**src/rtl/multicycle_pc_controller_pkg.sv**
```systemverilog
// riscv_ctrl_pkg: opcode constants, FSM state encoding
// and opcode legality helper for the multicycle sequencer.
package riscv_ctrl_pkg;

  localparam logic [6:0] OP_R      = 7'b0110011;
  localparam logic [6:0] OP_IMM    = 7'b0010011;
  localparam logic [6:0] OP_LOAD   = 7'b0000011;
  localparam logic [6:0] OP_STORE  = 7'b0100011;
  localparam logic [6:0] OP_BRANCH = 7'b1100011;

  localparam logic [2:0] S_IDLE   = 3'd0;
  localparam logic [2:0] S_FETCH  = 3'd1;
  localparam logic [2:0] S_DECODE = 3'd2;
  localparam logic [2:0] S_EXEC   = 3'd3;
  localparam logic [2:0] S_MEM    = 3'd4;
  localparam logic [2:0] S_WB     = 3'd5;
  localparam logic [2:0] S_HALT   = 3'd6;

  typedef enum logic [2:0] {
    IDLE   = S_IDLE,
    FETCH  = S_FETCH,
    DECODE = S_DECODE,
    EXEC   = S_EXEC,
    MEM    = S_MEM,
    WB     = S_WB,
    HALT   = S_HALT
  } state_t;

  function automatic logic op_legal(
    input logic [6:0] op
  );
    return op inside {
      OP_R, OP_IMM, OP_LOAD,
      OP_STORE, OP_BRANCH
    };
  endfunction

endpackage

```
**src/rtl/multicycle_pc_controller_if.sv**
```systemverilog
// Memory handshake bundle: imem_req/imem_ready/ir_load,
// dmem_req/dmem_we/dmem_ready. master = sequencer side.
interface multicycle_pc_controller_if;

  logic imem_req;
  logic imem_ready;
  logic ir_load;
  logic dmem_req;
  logic dmem_we;
  logic dmem_ready;

  modport master (
    output imem_req,
    output ir_load,
    output dmem_req,
    output dmem_we,
    input  imem_ready,
    input  dmem_ready
  );

  modport slave (
    input  imem_req,
    input  ir_load,
    input  dmem_req,
    input  dmem_we,
    output imem_ready,
    output dmem_ready
  );

endinterface

```
**src/rtl/multicycle_pc_controller_wait_timer.sv**
```systemverilog
// wait_timer: clearable up-counter; tc flags count==last.
// Ports: clk, rst_n, clr, en, last[W-1:0] -> tc.
module wait_timer #(
  parameter int W = 4
) (
  input  logic         clk,
  input  logic         rst_n,
  input  logic         clr,
  input  logic         en,
  input  logic [W-1:0] last,
  output logic         tc
);

  logic [W-1:0] cnt;

  always_ff @(posedge clk or negedge rst_n) begin
    if (!rst_n) begin
      cnt <= '0;
    end else if (clr) begin
      cnt <= '0;
    end else if (en) begin
      cnt <= cnt + 1'b1;
    end
  end

  assign tc = (cnt == last);

endmodule

```
**src/rtl/multicycle_pc_controller.sv**
```systemverilog
// Multicycle sequencer: PC load/source, IR load, mem and
// regfile strobes. Ports: clk, rst_n, run, opcode, zero, mem
// (handshake bundle), writeback/pc strobes, fault, state.
module multicycle_pc_controller
  import riscv_ctrl_pkg::*;
#(
  parameter int FETCH_TIMEOUT = 16,
  parameter int MEM_TIMEOUT   = 16
) (
  input  logic       clk,
  input  logic       rst_n,
  input  logic       run,
  input  logic [6:0] opcode,
  input  logic       zero,
  multicycle_pc_controller_if.master mem,
  output logic       reg_write,
  output logic       mem_to_reg,
  output logic       alu_src_imm,
  output logic       pc_load,
  output logic       pc_src,
  output logic       illegal,
  output logic       fault,
  output logic [2:0] state
);

  localparam int TMAX =
    (FETCH_TIMEOUT > MEM_TIMEOUT) ?
    FETCH_TIMEOUT : MEM_TIMEOUT;
  localparam int TW = $clog2(TMAX);
  localparam logic [TW-1:0] F_LAST =
    TW'(FETCH_TIMEOUT - 1);
  localparam logic [TW-1:0] M_LAST =
    TW'(MEM_TIMEOUT - 1);

  state_t st;
  state_t nxt;
  state_t done_st;
  logic   tc;
  logic   to;
  logic   is_ld;
  logic   is_st;
  logic   is_br;
  logic   is_imm;

  assign is_ld  = (opcode == OP_LOAD);
  assign is_st  = (opcode == OP_STORE);
  assign is_br  = (opcode == OP_BRANCH);
  assign is_imm = (opcode == OP_IMM);

  // where a retiring instruction hands over
  assign done_st = run ? FETCH : IDLE;

  // one timer serves both wait states; any state
  // change restarts it from zero
  wait_timer #(
    .W (TW)
  ) u_timer (
    .clk   (clk),
    .rst_n (rst_n),
    .clr   (nxt != st),
    .en    ((st == FETCH) || (st == MEM)),
    .last  ((st == MEM) ? M_LAST : F_LAST),
    .tc    (tc)
  );

  always_comb begin
    nxt          = st;
    to           = 1'b0;
    mem.imem_req = 1'b0;
    mem.ir_load  = 1'b0;
    mem.dmem_req = 1'b0;
    mem.dmem_we  = 1'b0;
    reg_write    = 1'b0;
    mem_to_reg   = 1'b0;
    alu_src_imm  = 1'b0;
    pc_load      = 1'b0;
    pc_src       = 1'b0;
    illegal      = 1'b0;
    unique case (st)
      IDLE: begin
        if (run) nxt = FETCH;
      end
      FETCH: begin
        mem.imem_req = 1'b1;
        // ready wins over the timeout cycle
        if (mem.imem_ready) begin
          mem.ir_load = 1'b1;
          nxt         = DECODE;
        end else if (tc) begin
          to  = 1'b1;
          nxt = HALT;
        end
      end
      DECODE: begin
        if (op_legal(opcode)) begin
          nxt = EXEC;
        end else begin
          illegal = 1'b1;
          pc_load = 1'b1;
          nxt     = done_st;
        end
      end
      EXEC: begin
        alu_src_imm = is_imm | is_ld | is_st;
        unique case (1'b1)
          is_br: begin
            pc_load = 1'b1;
            pc_src  = zero;
            nxt     = done_st;
          end
          (is_ld | is_st): nxt = MEM;
          default:         nxt = WB;
        endcase
      end
      MEM: begin
        mem.dmem_req = 1'b1;
        mem.dmem_we  = is_st;
        if (mem.dmem_ready) begin
          if (is_st) begin
            pc_load = 1'b1;
            nxt     = done_st;
          end else begin
            nxt = WB;
          end
        end else if (tc) begin
          to  = 1'b1;
          nxt = HALT;
        end
      end
      WB: begin
        reg_write  = 1'b1;
        mem_to_reg = is_ld;
        pc_load    = 1'b1;
        nxt        = done_st;
      end
      HALT: begin
        nxt = HALT;
      end
      default: begin
        nxt = IDLE;
      end
    endcase
  end

  always_ff @(posedge clk or negedge rst_n) begin
    if (!rst_n) begin
      st    <= IDLE;
      fault <= 1'b0;
    end else begin
      st <= nxt;
      if (to) fault <= 1'b1;
    end
  end

  assign state = st;

endmodule
```
**src/flat_wrapper.sv**
```systemverilog
// flat-port wrapper written by rule: the top's interface ports become plain ports
module multicycle_pc_controller_flat import riscv_ctrl_pkg::*;
#(
  parameter int FETCH_TIMEOUT = 16,
  parameter int MEM_TIMEOUT   = 16
)
  (clk, rst_n, run, opcode, zero, reg_write, mem_to_reg, alu_src_imm, pc_load, pc_src, illegal, fault, state, mem_imem_req, mem_ir_load, mem_dmem_req, mem_dmem_we, mem_imem_ready, mem_dmem_ready);
  multicycle_pc_controller_if mem_i ();
  input  logic clk;
  input  logic rst_n;
  input  logic run;
  input  logic [6:0] opcode;
  input  logic zero;
  output logic reg_write;
  output logic mem_to_reg;
  output logic alu_src_imm;
  output logic pc_load;
  output logic pc_src;
  output logic illegal;
  output logic fault;
  output logic [2:0] state;
  output wire logic [$bits(mem_i.imem_req)-1:0] mem_imem_req;
  output wire logic [$bits(mem_i.ir_load)-1:0] mem_ir_load;
  output wire logic [$bits(mem_i.dmem_req)-1:0] mem_dmem_req;
  output wire logic [$bits(mem_i.dmem_we)-1:0] mem_dmem_we;
  input wire logic [$bits(mem_i.imem_ready)-1:0] mem_imem_ready;
  input wire logic [$bits(mem_i.dmem_ready)-1:0] mem_dmem_ready;
  assign mem_imem_req = mem_i.imem_req;
  assign mem_ir_load = mem_i.ir_load;
  assign mem_dmem_req = mem_i.dmem_req;
  assign mem_dmem_we = mem_i.dmem_we;
  assign mem_i.imem_ready = mem_imem_ready;
  assign mem_i.dmem_ready = mem_dmem_ready;
  multicycle_pc_controller #(.FETCH_TIMEOUT(FETCH_TIMEOUT), .MEM_TIMEOUT(MEM_TIMEOUT)) u_core (.clk(clk), .rst_n(rst_n), .run(run), .opcode(opcode), .zero(zero), .mem(mem_i), .reg_write(reg_write), .mem_to_reg(mem_to_reg), .alu_src_imm(alu_src_imm), .pc_load(pc_load), .pc_src(pc_src), .illegal(illegal), .fault(fault), .state(state));
endmodule
```
**config.mk**
```make
export PLATFORM = sky130hd
export DESIGN_NAME = multicycle_pc_controller_flat
export DESIGN_NICKNAME = d
export VERILOG_FILES = /design/src/rtl/multicycle_pc_controller_pkg.sv /design/src/rtl/multicycle_pc_controller_if.sv /design/src/rtl/multicycle_pc_controller_wait_timer.sv /design/src/rtl/multicycle_pc_controller.sv /design/src/flat_wrapper.sv
export SDC_FILE = /design/constraint.sdc
export NUM_CORES = 1
export LEC_CHECK = 0
export CAP_MARGIN = 40
export CORE_ASPECT_RATIO = 0.9
export CORE_UTILIZATION = 46
export CTS_CLUSTER_SIZE = 16
export DETAILED_ROUTE_END_ITERATION = 16
export GPL_TIMING_DRIVEN = 0
export PLACE_DENSITY = 0.83
export SLEW_MARGIN = 0
export SYNTH_ARGS = -nofsm -noshare
export SYNTH_HDL_FRONTEND = slang
export SYNTH_SLANG_ARGS = --single-unit
```
**constraint.sdc**
```tcl
create_clock -name clk -period 3.5 [get_ports clk]
set_input_delay 0.7 -clock clk [delete_from_list [all_inputs] [get_ports clk]]
set_output_delay 0.7 -clock clk [all_outputs]
set_load 0.005 [all_outputs]
```
# [Yosys cells after proc, flatten, opt, wreduce, memory -nomap -nowiden]
# Index checks and enable logic that the tools add are counted.
[classes] addsub=1 n_eq_ne=13 muxes=31 bitwise=3 reduce_logical=4
[ops] cell="case mux 3 bit (7 select lines)" n=1
[ops] cell="two-way mux 1 bit" n=19
[ops] cell="two-way mux 3 bit" n=6
[ops] cell="== test 7 x 6 -> 1 bit, second input constant" n=2
[ops] cell="== test 3 bit, second input constant" n=3
[ops] cell="two-way mux 4 bit" n=2
[ops] cell="== test 7 x 2 -> 1 bit, second input constant" n=1
[ops] cell="== test 7 x 5 -> 1 bit, second input constant" n=1
[ops] cell="== test 7 bit, second input constant" n=1
[ops] cell="== test 3 x 2 -> 1 bit, second input constant" n=2
[ops] cell="case mux 3 bit (2 select lines)" n=1
[ops] cell="nonzero test 5 bit" n=1
[ops] cell="adder 4 x 1 -> 4 bit, second input constant" n=1
[ops] cell="== test 4 bit, second input constant" n=1
[ops] cell="case mux 1 bit (4 select lines)" n=1
[ops] cell="== test 3 x 1 -> 1 bit, second input constant" n=1
[ops] cell="logical NOT 3 bit" n=1
[ops] cell="inequality test 3 bit" n=1
[ops] cell="OR 1 bit" n=3
[ops] cell="case mux 1 bit (2 select lines)" n=1
[ops] cell="nonzero test 2 bit" n=1
[ops] cell="logical OR 1 bit" n=1
[word_totals] reg_bits=8 in_bits=13 out_inout_bits=14 elab_cells=55

# [Longest topological paths before layout]
# Gate-level depths: netlist of run 1.
[logic_depth] word_depth=6 ltp_mapped=6 depth_no_buf=6

# [Hierarchy]
# A second synthesis of run 1 with hierarchy kept.
[hier_totals] hier_cells=93 hier_area_um2=783.3
[by_module_without_submodules] module="multicycle_pc_controller" instances=1 cells_each=72 area_each_um2=549.3 seq_area_each_um2=100.1
[by_module_without_submodules] module="wait_timer" instances=1 cells_each=21 area_each_um2=234.0 seq_area_each_um2=100.1

# [Worst setup path after synthesis of run 1]
# No wires, ideal clock.
[synth_path] path_type="input-to-output" from="input opcode[2]" to="output pc_load" t_arrival_ps=1430 required_time_ps=2800 setup_slack_ps=1370 cell_stages=6 n_path_buf=1 path_cell_list="nand4bb_1 > buf_2 > nor2_1 > a31oi_1 > nor2_1 > o2bb2ai_1"
[synth_via] elab_chain_cells=4 elab_cells_between_ends=11 classes_between="eq/ne (5); mux (5); reduce/logical (1)"
[synth_rtl] item="from (decl)" line="flat_wrapper.sv:12" text="input logic [6:0] opcode;"
[synth_rtl] item="== test 7 x 6 -> 1 bit (tied with other cells)" line="multicycle_pc_controller_pkg.sv:32" text="return op inside {"
[synth_rtl] item="nonzero test 5 bit or two-way mux 1 bit (tied branches)" line="multicycle_pc_controller_pkg.sv:32, multicycle_pc_controller.sv:119"
[synth_rtl] item="two-way mux 1 bit, on equally long branches" line="multicycle_pc_controller.sv:95, multicycle_pc_controller.sv:118"
[synth_rtl] item="case mux 1 bit (4 select lines) *" line="multicycle_pc_controller.sv:79" text="unique case (st)"
[synth_rtl] item="to (decl)" line="flat_wrapper.sv:17" text="output logic pc_load;"
# Mark *: on every way between the ends. The rest lies on a longest branch, timed or not.

# [Worst setup path after layout of run 1]
[layout_path] from="input opcode[5]" to="output pc_load"
# The elaborated chain is that of the path after synthesis.

==> impl_metrics.yaml, run 1 <==
synth:
  synth_fa_ha_area_share_pct: 1.76
  synth_top_family_by_area: "simple AND/OR/NAND/NOR gates"
  synth_largest_area_cell: "dfrtp_1"
  synthXorXnorAreaFrac_pct: 3.69
  synth_cell_type_count: 41
  synthSimpleGateAreaFrac_pct: 34.1
  ys.warnings.count: 0
  synth_area_leaders: "dfrtp_1 (28%), nand2b_1 (4.4%), nand3_1 (4.2%), nor3_1 (4.2%), nor2_1 (3.7%)"
  yosysMostFrequentCell: "dfrtp_1"
  synth_edf_count: 0
  synth_area_per_cell_um2: 8.09
  syn_area_um2: 712
  synthMuxAreaShare_pct: 1.41
  ys_ff_latch: 8
  synth_common_cells: "dfrtp_1 (8), nor2_1 (7), nand3_1 (6), nor3_1 (6), nand2b_1 (5)"
  syn_inst: 88
  ys_seq_area_share_pct: 28.1
  syn-num-nets: 102
  netlist.area_leader.share_pct: 28.1
  synth_compound_area_share_pct: 25.1
  async_flop_share_pct: 100
  synth_ff_type: "dfrtp_1"
critical_path:
  arrival_ns: 2.51
  cp_data_required_time_ns: 2.80
  startpoint_type: "primary input"
  crit_path_end_kind: "output port"
  setup.worst_path.class: "in2out"
  cp_max_fo: 5
place:
  gp_congestion: 0.883
  pre_cts_slack_ns: 0.324
  placed_area_um2: 991
  dp_hpwl_um: 1560
  port-buffer-count: 26
timing:
  max-slew-margin-rel_pct: 61.6
  tns_ns: 0
  setup_viol: 0
  fin_skew_ns: 0.00170
  whs_ns: 0.473
  report.final.slew_viol_count: 0
  tightest_slew_ns: 0.571
  min_period_ns: 3.21
  max_clock_freq_ghz: 0.312
  rsz0062_at_grt: "false"
  setup_slack_ns: 0.293
  timing.final.crit_share_pct: 91.6
  finalHoldViolCount: 0
detailed_routing:
  viasPerCell: 6.22
  antenna_left: 0
  drt_iter0_markers: 32
  wl_per_cell_um: 15.1
  routed_wl_um: 1990
  vias: 821
  drcViolationCount: 6
  first_pass_iters: 10
floorplan:
  rows: 13
  io_pins: 27
  die_w_um: 43.5
  dieArea_um2: 1710
  die_h_um: 39.3
  start_util_pct: 49.2
  core_um2: 1450
layout:
  n_fill_cell: 116
  nets: 133
  ff_latch_area_um2: 200
  n_antenna_cell: 0
  area_delta_synth_final_pct: 42.4
  drive_above_1_share_pct: 7.69
  multi_input_area_um2: 470
  final_area_um2: 1010
global_route:
  overflow: 0
  track_usage_pct: 26.6
  grt_pass1_wl_um: 3280
  grt_max_degree: 11
  antenna_found_initial: 0
  grt_pass1_vias: 734
cts:
  cts_resized: 0
  h-tree-depth: 1
  clkTransAtPathRegs_ns: 0.05
  clockBufferDepth: 2
  numClockSinks: 8
  cts_buffers: 3
  clock-root-buffer: "clkbuf_4"
  insertion_delay_ns: 0.25
  post_cts_buffers: 0
  ctsHoldBuffers: 0
  cts_tree: "built"
job:
  drv_cap: 0
power_and_ir_drop:
  p_per_area_nw_per_um2: 626
  power_uw: 634
  leakage_nw: 0.408
  ir_drop_v: 0.000386
status:
  violations: "DRC"
  outcome: "finished, violations left"
min_path:
  hp-class: "reg2reg"
==> cells by family after synthesis <==
kind of cell,Yosys count
XOR/XNOR,3
multiplexers,1
flip-flops,8
AND/OR/NAND/NOR,42
AO/OA/AOI/OAI,24
adder cells (fa/ha/maj),1
buffers and inverters,9
==> through the flow <==
step / util [%] / instances
finish: 70.0 / 132
global route: 70.0 / 132
CTS: 70.0 / 132
detailed placement: 68.5 / 129
global placement: 68.5 / 129
floorplan: - / 88
==> state kept, by name, summed over array words and instances (netlist names) <==
signal,cells
u_core.state,3
u_core.u_timer.cnt,4
u_core.fault,1
==> worst paths after layout <==
kind	from	endpoint	slack (ns)	cells past startpoint
setup / recovery	opcode[5]	pc_load	0.29	7
hold / removal	u_core.fault	u_core.fault	0.47	1
setup reg to reg	u_core.state[1]	u_core.u_timer.cnt[1]	1.55	6
hold reg to reg	u_core.fault	u_core.fault	0.47	1
max in group asynchronous	rst_n	u_core.u_timer.cnt[0]	2.51	1
min in group asynchronous	rst_n	u_core.state[1]	0.73	1
==> layout by cell type, fill, tap and decap left out, drive strengths merged, types with 3 or more instances in the layout <==
master / n
buf: 4
nand2: 3
clkbuf: 4
dfrtp: 8
nor3: 6
clkdlybuf4s50: 26
inv: 4
a31oi: 4
nor4: 4
nand2b: 5
nor2: 7
nand3: 6
==> metal layers <==
| metal | share of wire (%) | track usage [%] | wire (µm) | vias up |
|---|---|---|---|---|
| met3 | 9.2 | 7.37 | 182 | 6 |
| met2 | 43 | 39.4 | 852 | 41 |
| met4 | 1.5 | 7.81 | 30 | 0 |
| li1 | - | - | - | 403 |
| met1 | 46 | 37.4 | 924 | 371 |
| met5 | 0 | 0 | 0 | - |
==> critical path, stage by stage <==
cell	delay, ns
clkdlybuf4s50_1	0.54
nor2b_1	0.32
nand3_1	0.11
o21ai_0	0.08
a22oi_1	0.09
o2bb2ai_1	0.14
clkdlybuf4s50_1	0.52
==> area by class of cell <==
type / instances / area share (%)
buffer: 5 / 2.59
multi-input combinational: 71 / 46.4
tap: 15 / 1.85
inverter: 4 / 1.48
sequential: 8 / 19.8
clock buffer: 3 / 2.22
timing repair buffer: 26 / 25.7
==> where the power goes <==
| group | leakage [nW] | switching, mW | total [mW] | internal, mW |
|---|---|---|---|---|
| combinational | 0.291 | 0.212 | 0.421 | 0.209 |
| sequential | 0.103 | 0.0237 | 0.143 | 0.120 |
| clock | 0.0138 | 0.0308 | 0.0700 | 0.0392 |
Note: power is estimated with default switching activity, not from simulation.
==> run 2: changes to the inputs <==
--- a/config.mk
+++ b/config.mk
@@ -5,12 +5,12 @@
 export SDC_FILE = /design/constraint.sdc
 export NUM_CORES = 1
 export LEC_CHECK = 0
+export ABC_AREA = 1
 export CAP_MARGIN = 40
 export CORE_ASPECT_RATIO = 0.9
 export CORE_UTILIZATION = 46
 export CTS_CLUSTER_SIZE = 16
 export DETAILED_ROUTE_END_ITERATION = 16
-export GPL_TIMING_DRIVEN = 0
 export PLACE_DENSITY = 0.83
 export SLEW_MARGIN = 0
 export SYNTH_ARGS = -nofsm -noshare
==> constraint.sdc (replaced) <==
create_clock -name clk -period 4 [get_ports clk]
set_input_delay 0.8 -clock clk [delete_from_list [all_inputs] [get_ports clk]]
set_output_delay 0.8 -clock clk [all_outputs]
set_load 0.005 [all_outputs]
==> run 2 against run 1 <==
  * The run now ends clean
  * Core utilization fell by 0.17 points
  * Critical path depth down 1
  * Worst hold slack worse by 0.0015 ns
==> impl_metrics.yaml, run 2 <==
timing:
  timing.final.crit_share_pct: 80.6
  max_clock_freq_ghz: 0.310
  finalHoldViolCount: 0
  setup_viol: 0
  max-slew-margin-rel_pct: 77.0
  min_period_ns: 3.22
  whs_ns: 0.472
  setup_slack_ns: 0.776
  tns_ns: 0
  tightest_slew_ns: 0.344
  report.final.slew_viol_count: 0
  fin_skew_ns: 0.00514
  rsz0062_at_grt: "false"
power_and_ir_drop:
  leakage_nw: 0.515
  p_per_area_nw_per_um2: 551
  ir_drop_v: 0.000382
cts:
  post_cts_buffers: 0
  numClockSinks: 8
  cts_buffers: 3
  h-tree-depth: 1
  clkTransAtPathRegs_ns: 0.05
  cts_resized: 0
  cts_tree: "built"
  insertion_delay_ns: 0.25
  ctsHoldBuffers: 0
  clockBufferDepth: 2
  clock-root-buffer: "clkbuf_4"
critical_path:
  cp_max_fo: 4
  startpoint_type: "primary input"
  cp_data_required_time_ns: 3.20
  crit_path_end_kind: "output port"
  arrival_ns: 2.42
  setup.worst_path.class: "in2out"
global_route:
  antenna_found_initial: 0
  grt_max_degree: 10
  track_usage_pct: 21.0
  grt_pass1_vias: 607
  grt_pass1_wl_um: 2570
  overflow: 0
floorplan:
  die_w_um: 43.3
  io_pins: 27
  rows: 13
  dieArea_um2: 1690
  die_h_um: 39.2
  core_um2: 1430
  start_util_pct: 49.3
synth:
  synth_common_cells: "nand2_1 (35), nor2_1 (21), inv_1 (13)"
  synth_cell_type_count: 19
  synth_area_per_cell_um2: 6.14
  async_flop_share_pct: 100
  synth_edf_count: 0
  syn_area_um2: 706
  yosysMostFrequentCell: "nand2_1"
  synth_largest_area_cell: "dfrtp_1"
  synth_area_leaders: "dfrtp_1 (28%), nand2_1 (19%), nor2_1 (11%), inv_1 (6.9%), nand3_1 (6.4%)"
  ys_seq_area_share_pct: 28.4
  ys_ff_latch: 8
  netlist.area_leader.share_pct: 28.4
  syn_inst: 115
  syn-num-nets: 129
  synth_ff_type: "dfrtp_1"
  ys.warnings.count: 0
layout:
  largest_register_ffs: 4
  layout_commonest_cell: "nand2_1"
  fin_cells: 158
  regMostFlops: "u_core.u_timer.cnt"
  area_delta_synth_final_pct: 41.7
  nets: 159
  n_antenna_cell: 0
  post-route-util_pct: 69.8
  drive_above_1_share_pct: 12.6
  final_cell_mix: "nand2_1 (35), clkdlybuf4s50_1 (26), nor2_1 (21)"
place:
  pre_cts_slack_ns: 0.779
  place_inst: 155
  port-buffer-count: 26
  dp_hpwl_um: 1360
  gp_congestion: 0.853
detailed_routing:
  drt_iter0_markers: 10
  antenna_left: 0
  first_pass_iters: 4
  vias: 812
  routed_wl_um: 1630
  wl_per_cell_um: 10.3
  viasPerCell: 5.14
  drcViolationCount: 0
min_path:
  hp-class: "reg2reg"
status:
  outcome: "finished clean"
job:
  drv_cap: 0
[run 2: changes by cell type after synthesis, moves of 4 or more]
cell / delta
inv_1: +10
nor3_1: -5
a31oi_1: -4
nor2_1: +14
nor4_1: -4
nor2_2: +4
nand2_1: +32
nand2b_1: -5
[run 2: critical path, cell delays in order]
cell and delay, ns:
clkdlybuf4s50_1 0.51, nand2_2 0.09, nor2_1 0.17, nand3_1 0.13, o2111ai_1 0.19, clkdlybuf4s50_1 0.52
[run 2: metrics by stage]
step / power (mW) / cell area, µm²
3_5_place_dp: 0.491 / 977
6_report: 0.551 / 1000
2_1_floorplan: 0.362 / 706
5_1_grt: 0.602 / 1000
3_3_place_gp: 0.486 / 977
4_1_cts: 0.553 / 1000
[run 2: power breakdown]
part	switching (mW)	leakage (nW)	total [mW]	internal, mW
clock network	0.0246	0.0138	0.0587	0.0341
registers	0.0360	0.108	0.138	0.102
logic	0.194	0.393	0.355	0.161
total	0.254	0.515	0.551	0.297
[run 2: path summary, 6_finish.rpt]
check / from / slack, ns / endpoint / cells after the start
max in group asynchronous: rst_n / 2.92 / u_core.u_timer.cnt[1] / 1
setup reg to reg: u_core.u_timer.cnt[0] / 2.43 / u_core.u_timer.cnt[0] / 9
hold / removal: u_core.fault / 0.47 / u_core.fault / 2
min in group asynchronous: rst_n / 0.82 / u_core.state[2] / 1
setup / recovery: opcode[5] / 0.78 / pc_load / 6
hold reg to reg: u_core.fault / 0.47 / u_core.fault / 2
[run 2: logic make-up (layout without fill, tap and decap cells)]
| family | after synthesis | in the layout | share of synthesized area, % |
|---|---|---|---|
| and+or+nand+nor | 80 | 80 | 51.6 |
| buffers and inverters | 18 | 46 | 10.1 |
| DFF | 8 | 8 | 28.4 |
| AOI/OAI and AO/OA | 5 | 5 | 4.43 |
| xor gates and xnor gates | 3 | 3 | 3.72 |
| adders and majority gates | 1 | 1 | 1.77 |
[run 2: cell type report]
class	count	area [µm²]
multi-input combinational	89	434
timing repair buffer	26	260
clock buffer	3	22.5
inverter	17	63.8
fill	130	432
sequential	8	200
tap	15	18.8
[run 2: per-layer routing]
metal	wire length [µm]	share of wire (%)	GRT usage (%)
met1	802	49	31.3
met2	750	46	29.9
met3	74	4.5	8.41
met4	0	0	0
met5	0	0	0
